--- src/rtl/mag_req_arbiter_pkg.sv ---
// Shared types and defaults for the magnitude-engine request arbiter.
package mag_arb_pkg;

  localparam int unsigned DEF_N_REQ   = 2;
  localparam int unsigned DEF_W       = 32;
  localparam int unsigned DEF_TIMEOUT = 8;

  typedef enum logic [1:0] {
    ST_IDLE  = 2'd0,
    ST_ISSUE = 2'd1,
    ST_WAIT  = 2'd2
  } arb_state_e;

  function automatic int unsigned tag_w(input int unsigned n);
    return (n <= 1) ? 1 : $clog2(n);
  endfunction

endpackage

--- src/rtl/mag_req_arbiter_rr_grant.sv ---
// Combinational masked-priority round-robin grant: request vector + pointer
// in, one-hot grant and its index out.
module rr_grant
  import mag_arb_pkg::*;
#(
  parameter int unsigned N_REQ = DEF_N_REQ,
  parameter int unsigned TW    = tag_w(N_REQ)
) (
  input  logic [N_REQ-1:0] i_req,
  input  logic [TW-1:0]    i_ptr,
  output logic [N_REQ-1:0] o_gnt,
  output logic [TW-1:0]    o_idx,
  output logic             o_any
);

  logic [N_REQ-1:0] w_hi;
  logic [N_REQ-1:0] w_pick;

  // Requests at or above ptr take precedence; otherwise wrap to the lowest index.
  always_comb begin
    w_hi = '0;
    for (int unsigned k = 0; k < N_REQ; k++) begin
      w_hi[k] = i_req[k] && (k >= 32'(i_ptr));
    end
    w_pick = (|w_hi) ? w_hi : i_req;
    o_gnt  = '0;
    o_idx  = '0;
    for (int unsigned k = N_REQ; k > 0; k--) begin
      if (w_pick[k-1]) begin
        o_gnt      = '0;
        o_gnt[k-1] = 1'b1;
        o_idx      = TW'(k-1);
      end
    end
  end

  assign o_any = |i_req;

endmodule

--- src/rtl/mag_req_arbiter.sv ---
// Round-robin sharing of one |I/Q| magnitude engine between N_REQ requesters,
// with detection of lost (timeout) and spurious engine results.
module mag_req_arbiter
  import mag_arb_pkg::*;
#(
  parameter int unsigned N_REQ   = DEF_N_REQ,
  parameter int unsigned W       = DEF_W,
  parameter int unsigned TIMEOUT = DEF_TIMEOUT
) (
  input  logic               CLK,
  input  logic               a_RST_n,
  input  logic [N_REQ-1:0]   req_valid,
  input  logic [N_REQ*W-1:0] req_i,
  input  logic [N_REQ*W-1:0] req_q,
  output logic [N_REQ-1:0]   req_ready,
  output logic               eng_stb,
  output logic [W-1:0]       eng_i,
  output logic [W-1:0]       eng_q,
  input  logic               eng_mag_stb,
  input  logic [W-1:0]       eng_mag,
  output logic [N_REQ-1:0]   rsp_valid,
  output logic [W-1:0]       rsp_mag,
  output logic               busy,
  input  logic               err_clr,
  output logic               err_timeout,
  output logic               err_unexpected
);

  localparam int unsigned TW = tag_w(N_REQ);
  localparam int unsigned CW = $clog2(TIMEOUT + 1);

  arb_state_e       r_state, w_state_nxt;
  logic [TW-1:0]    r_ptr, r_tag, w_gidx, w_ptr_nxt;
  logic [N_REQ-1:0] w_gnt;
  logic             w_any;
  logic [CW-1:0]    r_cnt, w_cnt_inc;
  logic             w_xfer, w_rsp_evt, w_tmo_evt, w_unexp_evt;
  logic [W-1:0]     w_sel_i, w_sel_q;
  logic [W-1:0]     r_eng_i, r_eng_q, r_rsp_mag;
  logic [N_REQ-1:0] r_rsp_valid;
  logic             r_err_timeout, r_err_unexpected;

  rr_grant #(
    .N_REQ (N_REQ),
    .TW    (TW)
  ) u_grant (
    .i_req (req_valid),
    .i_ptr (r_ptr),
    .o_gnt (w_gnt),
    .o_idx (w_gidx),
    .o_any (w_any)
  );

  assign w_cnt_inc   = r_cnt + CW'(1);
  assign w_ptr_nxt   = (w_gidx == TW'(N_REQ - 1)) ? '0 : w_gidx + TW'(1);
  assign w_unexp_evt = eng_mag_stb && (r_state != ST_WAIT);

  always_comb begin
    w_sel_i = '0;
    w_sel_q = '0;
    for (int unsigned k = 0; k < N_REQ; k++) begin
      if (w_gnt[k]) begin
        w_sel_i = req_i[k*W +: W];
        w_sel_q = req_q[k*W +: W];
      end
    end
  end

  always_comb begin
    w_state_nxt = r_state;
    w_xfer      = 1'b0;
    w_rsp_evt   = 1'b0;
    w_tmo_evt   = 1'b0;
    case (r_state)
      ST_IDLE: begin
        if (w_any) begin
          w_xfer      = 1'b1;
          w_state_nxt = ST_ISSUE;
        end
      end
      ST_ISSUE: w_state_nxt = ST_WAIT;
      ST_WAIT: begin
        // A result arriving on the final count still wins over the timeout.
        if (eng_mag_stb) begin
          w_rsp_evt   = 1'b1;
          w_state_nxt = ST_IDLE;
        end else if (w_cnt_inc == CW'(TIMEOUT)) begin
          w_tmo_evt   = 1'b1;
          w_state_nxt = ST_IDLE;
        end
      end
      default: w_state_nxt = ST_IDLE;
    endcase
  end

  always_ff @(posedge CLK or negedge a_RST_n) begin
    if (!a_RST_n) begin
      r_state          <= ST_IDLE;
      r_ptr            <= '0;
      r_tag            <= '0;
      r_cnt            <= '0;
      r_eng_i          <= '0;
      r_eng_q          <= '0;
      r_rsp_valid      <= '0;
      r_rsp_mag        <= '0;
      r_err_timeout    <= 1'b0;
      r_err_unexpected <= 1'b0;
    end else begin
      r_state <= w_state_nxt;
      if (w_xfer) begin
        r_eng_i <= w_sel_i;
        r_eng_q <= w_sel_q;
        r_tag   <= w_gidx;
        r_ptr   <= w_ptr_nxt;
      end
      if (r_state == ST_ISSUE) begin
        r_cnt <= '0;
      end else if (r_state == ST_WAIT) begin
        r_cnt <= w_cnt_inc;
      end
      for (int unsigned k = 0; k < N_REQ; k++) begin
        r_rsp_valid[k] <= w_rsp_evt && (r_tag == TW'(k));
      end
      if (w_rsp_evt) begin
        r_rsp_mag <= eng_mag;
      end
      if (w_tmo_evt) begin
        r_err_timeout <= 1'b1;
      end else if (err_clr) begin
        r_err_timeout <= 1'b0;
      end
      if (w_unexp_evt) begin
        r_err_unexpected <= 1'b1;
      end else if (err_clr) begin
        r_err_unexpected <= 1'b0;
      end
    end
  end

  // Ready is gated by reset so it stays low while the block is held in reset.
  assign req_ready      = (r_state == ST_IDLE && a_RST_n) ? w_gnt : '0;
  assign eng_stb        = (r_state == ST_ISSUE);
  assign busy           = (r_state != ST_IDLE);
  assign eng_i          = r_eng_i;
  assign eng_q          = r_eng_q;
  assign rsp_valid      = r_rsp_valid;
  assign rsp_mag        = r_rsp_mag;
  assign err_timeout    = r_err_timeout;
  assign err_unexpected = r_err_unexpected;

endmodule

--- config.mk ---
export PLATFORM = sky130hd
export DESIGN_NAME = mag_req_arbiter
export DESIGN_NICKNAME = d
export VERILOG_FILES = /design/src/rtl/mag_req_arbiter_pkg.sv /design/src/rtl/mag_req_arbiter_rr_grant.sv /design/src/rtl/mag_req_arbiter.sv
export SDC_FILE = /design/constraint.sdc
export NUM_CORES = 1
export LEC_CHECK = 0
export CAP_MARGIN = 30
export CORE_MARGIN = 3
export CORE_UTILIZATION = 38
export CTS_CLUSTER_DIAMETER = 100
export DETAILED_ROUTE_END_ITERATION = 6
export PLACE_DENSITY_LB_ADDON = 0.08
export SKIP_CTS_REPAIR_TIMING = 1
export SYNTH_ARGS = -nofsm -noshare
export SYNTH_HDL_FRONTEND = slang
export SYNTH_SLANG_ARGS = --single-unit
--- constraint.sdc ---
create_clock -name CLK -period 2.2 [get_ports CLK]
set_clock_uncertainty 0.2 [all_clocks]
set_input_delay 0.44 -clock CLK [delete_from_list [all_inputs] [get_ports CLK]]
set_output_delay 0.44 -clock CLK [all_outputs]
set_load 0.01 [all_outputs]
==> results.tsv, run 1 <==
stage	metric	value	unit
setup_path	regToRegSetupSlack	420	ps
power_and_ir_drop	power.total	10.1	mW
sta	rsz0062_at_grt	false	
sta	setup_violations	0	
sta	final_max_slew_viol_count	0	
grt	grt_usage	0.209	
route	via_count	4281	
setup_path	critPathArrivalTime	1330	ps
floorplanning	start_util	0.399	
grt	antenna_found_initial	1	
cells_and_area	fin_nets	864	
floorplanning	chipHeight	117	um
sta	hold_ws	-27.9	ps
logic_synthesis	synth.most_common_cell	dfrtp_1	
logic_synthesis	ys_seq_area_frac	0.576	
cells_and_area	drive_above_1_share	0.110	
sta	fin_crit	1970	ps
place	place_congestion	0.747	
setup_path	r2r_cells	8	
setup_path	worstSetupStartpoint	r_state[0]	
cells_and_area	utilization	0.677	
floorplanning	fp-row-count	39	
place	io_buffers	269	
place	place_ws	-359	ps
logic_synthesis	synth_xor_area_frac	0	
sta	setup_tns	0	ps
logic_synthesis	synth_top_area_frac	0.576	
cells_and_area	multi_input_area	0.00173	mm^2
logic_synthesis	synth_fp_nets	598	
setup_path	reg2reg_from	r_state[1]	
sta	fmax	508	MHz
logic_synthesis	synth_compound_area_frac	0.168	
logic_synthesis	synth_flop_cell	dfrtp_1	
floorplanning	ios	270	
sta	hold_viol	10	
setup_path	end_kind	primary output	
place	post_dp_cell_area	0.00764	mm^2
sta	worst_pin_slew	608	ps
place	dp.cells	847	
floorplanning	core	0.0118	mm^2
grt	grt_pass1_vias	4400	
power_and_ir_drop	peakVddDrop	0.586	mV
logic_synthesis	yosys.area.top_type	dfrtp_1	
logic_synthesis	synth_area	0.00469	mm^2
logic_synthesis	synth_enable_flop_cells	0	
logic_synthesis	synth_top_family_by_area	compound AO/OA/AOI/OAI gates	
place	dp_hpwl	11300	um
sta	finalCritPeriodShare	0.895	
cts	clk_pin_slew	70	ps
power_and_ir_drop	p_leak	3.63	nW
cells_and_area	syn_to_final_growth	69.8	%
sta	layout_setup_ws	232	ps
route	drt_iter0_drc	302	
cts	clock_path_buffers	2	
route	dr.pass1.iters	7	
route	avgViaCountPerCell	4.95	
cells_and_area	final_area	0.00797	mm^2
setup_path	critPathMaxFanout	4	
setup_path	worstReg2RegEnd	eng_i[16]	
logic_synthesis	synth_cells	428	
grt	gr-total-overflow	0	
logic_synthesis	synth-seq-cells	108	
cts	cts_max_level	3	
logic_synthesis	synthTopCellsByCount	108 x dfrtp_1, 43 x a21oi_1, 41 x and3_1, 41 x nand2_1, 35 x inv_1	
logic_synthesis	synth-adder-area-share	0.0107	
route	routed_wl	15000	um
hold_path	hold_path.class	input port to asynchronous set/reset pin	
route	wl_per_cell	17.4	um
logic_synthesis	synth_area_per_cell	11.0	um^2
floorplanning	dieArea	0.0137	mm^2
cts	numClockSinks	108	
status	status	complete, but fails checks	
logic_synthesis	synth-async-reset-ratio	1.00	
power_and_ir_drop	power_per_cell_area	1260	mW/mm^2
cells_and_area	regArea	0.00270	mm^2
cells_and_area	stdcell_count	864	
cts	cts-root-buf	clkbuf_16	
cts	numCtsBuffers	9	
logic_synthesis	synthTopCellsByArea	dfrtp_1 58%, mux2_2 7.9%, and3_1 5.5%	
cells_and_area	nFillCells	934	
sta	relSlewSlack	0.594	
cts	cts_tree	done	
route	drc	0	
logic_synthesis	synth_warnings	0	
grt	grt_pass1_wl	22300	um
route	postRouteAntennaNets	0	
setup_path	worstSetupStartpointType	register	
grt	grt_start_max_net_pins	109	
setup_path	cp.required	1560	ps
logic_synthesis	synthSimpleGateAreaFrac	0.102	
floorplanning	die_w	117	um
status	violations	hold timing	
setup_path	cp-endpoint	req_ready[1]	
cts	clk_latency	330	ps
setup_path	worstSetupPathType	register to primary output	
logic_synthesis	synthMuxAreaShare	0.0816	
run	cap_violations	0	
logic_synthesis	synth_cell_types	32	
## sequential cells by signal, indices dropped and copies added (netlist names)
register,cells
err_unexpected,1
r_ptr,1
rsp_valid,2
eng_i,32
err_timeout,1
eng_q,32
r_state,2
r_tag,1
r_cnt,4
rsp_mag,32
## cell families after synthesis
family	Yosys count
mux	34
flops	108
fa+ha+maj	4
simple gates	94
compound gates	122
buf+inv	66
## layer usage
layer  vias up  part of all wire  global-route usage  wire, um
li1       2064                 -                   -         -
met1      2046              0.39               0.246      5870
met2       159              0.53               0.385      8020
met3        12             0.065              0.0458       983
met4         0             0.012              0.0566       179
met5         -                 0                   0         0
## critical path, cell delays in order (launching register included)
cell and delay (ps):
dfrtp_1 400, inv_2 100, ha_4 170, nand3_1 70, nor2_1 90, dlymetal6s2s_1 170
## final cells by class
| class | count | area share |
|---|---|---|
| Timing Repair Buffer | 286 | 0.363 |
| Sequential cell | 108 | 0.339 |
| Multi-Input combinational cell | 254 | 0.218 |
| Clock buffer | 11 | 0.0317 |
| Tap cell | 164 | 0.0258 |
| Inverter | 35 | 0.0165 |
| Clock inverter | 5 | 0.00534 |
| Antenna cell | 1 | 0.000314 |
## worst min path at each step
stage / endpoint / slack [ps]
floorplan: eng_i[0] / -60
global placement: rsp_valid[0] / 260
detailed placement: rsp_valid[0] / 270
CTS: eng_q[30] / 40
global route: eng_q[30] / 60
finish: eng_q[30] / -30
## power breakdown
part | switching [mW] | total (mW) | internal [mW] | leakage (nW)
logic | 2.15 | 4.96 | 2.81 | 2.15
clock network | 0.721 | 1.57 | 0.845 | 0.143
registers | 0.563 | 3.53 | 2.97 | 1.34
total | 3.43 | 10.1 | 6.63 | 3.63
## cell usage in the layout (no fill, tap or decap), types with 2 or more instances in the layout
cell type        count
a21o_1               2
a21oi_1             43
a222oi_1            25
and3_1              41
buf_12               5
buf_4               13
clkbuf_16            9
clkbuf_8             2
clkdlybuf4s50_1    262
dfrtp_1            108
dlymetal6s2s_1       6
ha_1                 2
inv_1               33
inv_2                2
inv_6                3
mux2_2              33
nand2_1             41
nand3_1              3
nor2_1               5
o21ai_0             31
o21ai_1              9
o22ai_1              2
(Power assumes the default switching activity.)
==> run 2: changes to the inputs <==
--- a/config.mk
+++ b/config.mk
@@ -11,6 +11,7 @@
 export CTS_CLUSTER_DIAMETER = 100
 export DETAILED_ROUTE_END_ITERATION = 6
 export PLACE_DENSITY_LB_ADDON = 0.08
+export REMOVE_ABC_BUFFERS = 1
 export SKIP_CTS_REPAIR_TIMING = 1
 export SYNTH_ARGS = -nofsm -noshare
 export SYNTH_HDL_FRONTEND = slang
==> constraint.sdc (replaced) <==
create_clock -name CLK -period 2.2 [get_ports CLK]
set_clock_uncertainty 0.2 [all_clocks]
set_input_delay 0.33 -clock CLK [delete_from_list [all_inputs] [get_ports CLK]]
set_output_delay 0.33 -clock CLK [all_outputs]
set_load 0.01 [all_outputs]
==> results.tsv, run 2 (synthesis results as in run 1) <==
stage	metric	value	unit	change
route	dr.pass1.iters	6		-1
setup_path	cp_slowest_cell	clkdlybuf4s50_1		
setup_path	cp.required	1670	ps	+110 ps
setup_path	worstSetupStartpointType	register		
floorplanning	start_util	0.399		unchanged
place	io_buffers	269		unchanged
cells_and_area	stdcell_count	863		-0.12%
floorplanning	chipHeight	117	um	unchanged
floorplanning	fp-row-count	39		unchanged
power_and_ir_drop	power_per_cell_area	1270	mW/mm^2	+0.76%
route	postRouteAntennaNets	0		unchanged
place	dp_hpwl	11500	um	+1.1%
route	via_count	4302		+0.49%
sta	relSlewSlack	0.617		+0.0230
cells_and_area	syn_to_final_growth	70.6	%	
sta	rsz0062_at_grt	false		
place	dp.cells	846		-0.12%
cells_and_area	final_common_cell	clkdlybuf4s50_1		
sta	finalCritPeriodShare	0.954		+0.0593
cts	numCtsBuffers	9		unchanged
setup_path	worstSetupPathType	register to primary output		
route	drc	0		unchanged
setup_path	critPathMaxFanout	6		+2
setup_path	worstPathCellList	inv_2 -> ha_4 -> clkdlybuf4s50_1		
cts	cts_tree	done		
status	status	completed		
grt	antenna_found_initial	1		unchanged
cts	clk_latency	340	ps	about the same
hold_path	hold_path.class	register to register		
floorplanning	dieArea	0.0137	mm^2	unchanged
cts	clock_path_buffers	2		unchanged
sta	setup_violations	0		unchanged
floorplanning	core	0.0118	mm^2	unchanged
floorplanning	ios	270		unchanged
cts	cts-root-buf	clkbuf_16		
route	drt_iter0_drc	359		+19%
power_and_ir_drop	p_leak	3.62	nW	-0.32%
route	wl_per_cell	17.4	um	about the same
route	routed_wl	15000	um	-0.17%
sta	worst_pin_slew	574	ps	-34.5 ps
cells_and_area	utilization	0.681		+0.00330
setup_path	end_kind	primary output		
grt	grt_pass1_wl	22600	um	+1.2%
sta	final_max_slew_viol_count	0		unchanged
sta	layout_setup_ws	102	ps	-130 ps
setup_path	critPathArrivalTime	1570	ps	+240 ps
place	place_congestion	0.780		+4.3%
power_and_ir_drop	peakVddDrop	0.682	mV	+16%
floorplanning	die_w	117	um	unchanged
sta	fin_crit	2100	ps	+130 ps
route	avgViaCountPerCell	4.98		+0.61%
setup_path	path_buf_inv	2		unchanged
cts	numClockSinks	108		unchanged
setup_path	cp_top_family	buffers and inverters		
sta	hold_viol	0		-10
grt	grt_pass1_vias	4362		-0.86%
cells_and_area	final_cell_mix	265 x clkdlybuf4s50_1, 108 x dfrtp_1, 43 x a21oi_1		
grt	grt_usage	0.217		+0.00739
cts	cts_max_level	3		unchanged
setup_path	critPathMaxStageDelay	540	ps	+140 ps
cells_and_area	fin_nets	864		unchanged
grt	grt_start_max_net_pins	109		unchanged
cts	clk_pin_slew	70	ps	about the same
place	place_ws	-109	ps	+250 ps
sta	fmax	477	MHz	-6.2%
grt	gr-total-overflow	0		unchanged
run	cap_violations	0		unchanged
cells_and_area	drive_above_1_share	0.105		-0.00557
-- run 2: worst reg2reg max path, cell delays in order (launching register included) --
cell and delay, ps:
dfrtp_1 400, inv_1 110, ha_4 190, buf_4 150
nand2_1 70, a21oi_2 50, buf_12 160, a222oi_1 330
inv_1 70
-- run 2: metrics by stage --
step	area, um^2	hold WS [ps]	power, mW	TNS [ps]
3_3_place_gp	7640	243	8.37	-1340
2_1_floorplan	4530	-166	5.55	-129390
5_1_grt	8000	291	10.9	0
4_1_cts	7960	-74.2	10.3	-417
6_report	8000	269	10.2	0
3_5_place_dp	7640	264	8.52	-3090
-- run 2: final cells by class --
class	count	area, um^2
Fill cell	971	3760
Tap cell	164	205
Sequential cell	108	2700
Timing Repair Buffer	286	2900
Clock buffer	11	243
Antenna cell	1	2.50
Inverter	35	131
Clock inverter	4	73.8
Multi-Input combinational cell	254	1740
-- run 2: routing by layer --
layer,vias to the layer above,GRT usage,routed length [um]
met5,-,0,0
met4,0,0.0894,369
met3,24,0.0622,1280
met2,187,0.378,7600
met1,2035,0.250,5770
li1,2056,-,-
-- run 2: worst paths after layout --
kind | slack (ps) | cells after the start | start | to
setup / recovery | 100 | 3 | r_state[1] | eng_stb
hold / removal | 270 | 1 | r_tag | rsp_valid[0]
setup reg to reg | 350 | 8 | r_state[0] | eng_i[22]
hold reg to reg | 270 | 1 | r_tag | rsp_valid[0]
max in group asynchronous | 830 | 3 | a_RST_n | rsp_mag[24]
min in group asynchronous | 530 | 3 | a_RST_n | r_ptr
-- run 2: where the power goes --
group / switching [mW] / total, mW / internal, mW
Combinational: 2.17 / 4.98 / 2.81
Clock: 0.686 / 1.71 / 1.02
Sequential: 0.530 / 3.50 / 2.97
Total: 3.38 / 10.2 / 6.80
==> run 3: changes to the inputs <==
--- a/config.mk
+++ b/config.mk
@@ -6,8 +6,10 @@
 export NUM_CORES = 1
 export LEC_CHECK = 0
 export CAP_MARGIN = 30
+export CELL_PAD_IN_SITES_DETAIL_PLACEMENT = 0
+export CELL_PAD_IN_SITES_GLOBAL_PLACEMENT = 1
 export CORE_MARGIN = 3
-export CORE_UTILIZATION = 38
+export CORE_UTILIZATION = 28
 export CTS_CLUSTER_DIAMETER = 100
 export DETAILED_ROUTE_END_ITERATION = 6
 export PLACE_DENSITY_LB_ADDON = 0.08
==> results.tsv, run 3 (synthesis results as in run 1) <==
stage	metric	value	unit	change
floorplanning	core	0.0161	mm^2	+37%
sta	fmax	490	MHz	+2.7%
cts	cts_tree	done		
cells_and_area	n_antenna_cell	0		-1
place	dp.cells	898		+6.1%
power_and_ir_drop	power_per_cell_area	1260	mW/mm^2	-1.1%
grt	grt_pass1_vias	4295		-1.5%
floorplanning	start_util	0.291		-0.108
cells_and_area	multi_input_area	0.00173	mm^2	-0.57%
route	routed_wl	15200	um	+1.4%
cells_and_area	final_cell_mix	264 x clkdlybuf4s50_1, 108 x dfrtp_1, 43 x a21oi_1		
power_and_ir_drop	peakVddDrop	0.482	mV	-29%
route	avgViaCountPerCell	4.64		-6.9%
grt	antenna_found_initial	0		-1
route	postRouteAntennaNets	0		unchanged
sta	fin_crit	2040	ps	-55.7 ps
floorplanning	fp-row-count	46		+18%
sta	hold_ws	253	ps	-15.3 ps
grt	gr-total-overflow	0		unchanged
place	dp_hpwl	11400	um	-0.79%
hold_path	hold_path.class	register to register		
run	cap_violations	0		unchanged
status	violations	DRC		
grt	grt_usage	0.163		-0.0534
sta	finalCritPeriodShare	0.929		-0.0253
route	drt_iter0_drc	244		-32%
cells_and_area	utilization	0.502		-0.178
setup_path	worstSetupPathType	input port to primary output		
cells_and_area	final_common_cell	clkdlybuf4s50_1		
grt	grt_pass1_wl	23500	um	+4.2%
setup_path	critPathMaxFanout	11		+5
floorplanning	die_w	135	um	+16%
place	place_congestion	0.758		-2.8%
grt	grt_start_max_net_pins	101		-7.3%
cells_and_area	stdcell_count	915		+6.0%
setup_path	critPathArrivalTime	1510	ps	-60 ps
cts	cts_max_level	3		unchanged
sta	rsz0062_at_grt	false		
cts	numClockSinks	108		unchanged
sta	final_max_slew_viol_count	0		unchanged
route	wl_per_cell	16.6	um	-4.4%
cts	clk_latency	340	ps	about the same
cells_and_area	final_area	0.00809	mm^2	+1.1%
cells_and_area	nFillCells	1476		+52%
floorplanning	ios	270		unchanged
sta	hold_viol	0		unchanged
setup_path	cp.required	1670	ps	about the same
sta	worst_pin_slew	576	ps	+1.70 ps
setup_path	regToRegSetupSlack	480	ps	+130 ps
cts	numCtsBuffers	9		unchanged
route	via_count	4245		-1.3%
cells_and_area	fin_nets	864		unchanged
status	status	complete, but fails checks		
floorplanning	chipHeight	135	um	+16%
cts	clk_pin_slew	70	ps	about the same
cts	cts-root-buf	clkbuf_16		
route	dr.pass1.iters	7		+1
cts	clock_path_buffers	2		unchanged
sta	relSlewSlack	0.616		-0.00114
sta	setup_violations	0		unchanged
setup_path	end_kind	primary output		
power_and_ir_drop	p_leak	3.65	nW	+0.66%
place	io_buffers	269		unchanged
floorplanning	dieArea	0.0183	mm^2	+34%
route	drc	1		+1
cells_and_area	drive_above_1_share	0.107		+0.00271
cells_and_area	regArea	0.00270	mm^2	unchanged
place	post_dp_cell_area	0.00773	mm^2	+1.2%
setup_path	worstSetupStartpointType	input port		
cells_and_area	syn_to_final_growth	72.5	%	
run 3: cell type report:
cell class / count / area share
clock buffer: 10 / 0.0295
clock inverter: 6 / 0.0107
inverter: 35 / 0.0162
multi-input combinational: 254 / 0.214
sequential: 108 / 0.334
tap: 216 / 0.0334
timing repair buffer: 286 / 0.362
run 3: final timing paths:
| check | cells past startpoint | start | to |
|---|---|---|---|
| setup / recovery | 5 | a_RST_n | req_ready[1] |
| hold / removal | 1 | r_tag | rsp_valid[0] |
| setup reg to reg | 7 | r_state[1] | eng_q[6] |
| hold reg to reg | 1 | r_tag | rsp_valid[0] |
| max in group asynchronous | 3 | a_RST_n | eng_i[13] |
| min in group asynchronous | 2 | a_RST_n | eng_i[5] |
run 3: layer usage:
metal,GRT usage,vias up,wire length [um]
met3,0.0557,13,1370
met5,0,-,0
met1,0.206,1988,6470
li1,-,2057,-
met4,0.0599,0,224
met2,0.261,187,7170
run 3: per-stage QoR:
stage | setup TNS (ps) | power (mW) | worst slack (ps)
finish | 0 | 10.2 | 157
global route | 0 | 10.9 | 63.1
CTS | -796 | 10.3 | -298
detailed placement | -3140 | 8.51 | -162
global placement | -1510 | 8.44 | -157
floorplan | -129390 | 5.55 | -2070
run 3: critical path, cell delays in order:
cell and delay (ps):
dlygate4sd3_1 590, buf_4 240, nand3_1 90, nor2_1 90, dlymetal6s2s_1 160
run 3: power by group:
part / switching [mW] / internal (mW) / total (mW) / leakage (nW)
Clock: 0.727 / 1.03 / 1.76 / 0.159
Combinational: 2.14 / 2.82 / 4.95 / 2.15
Sequential: 0.514 / 2.97 / 3.48 / 1.34
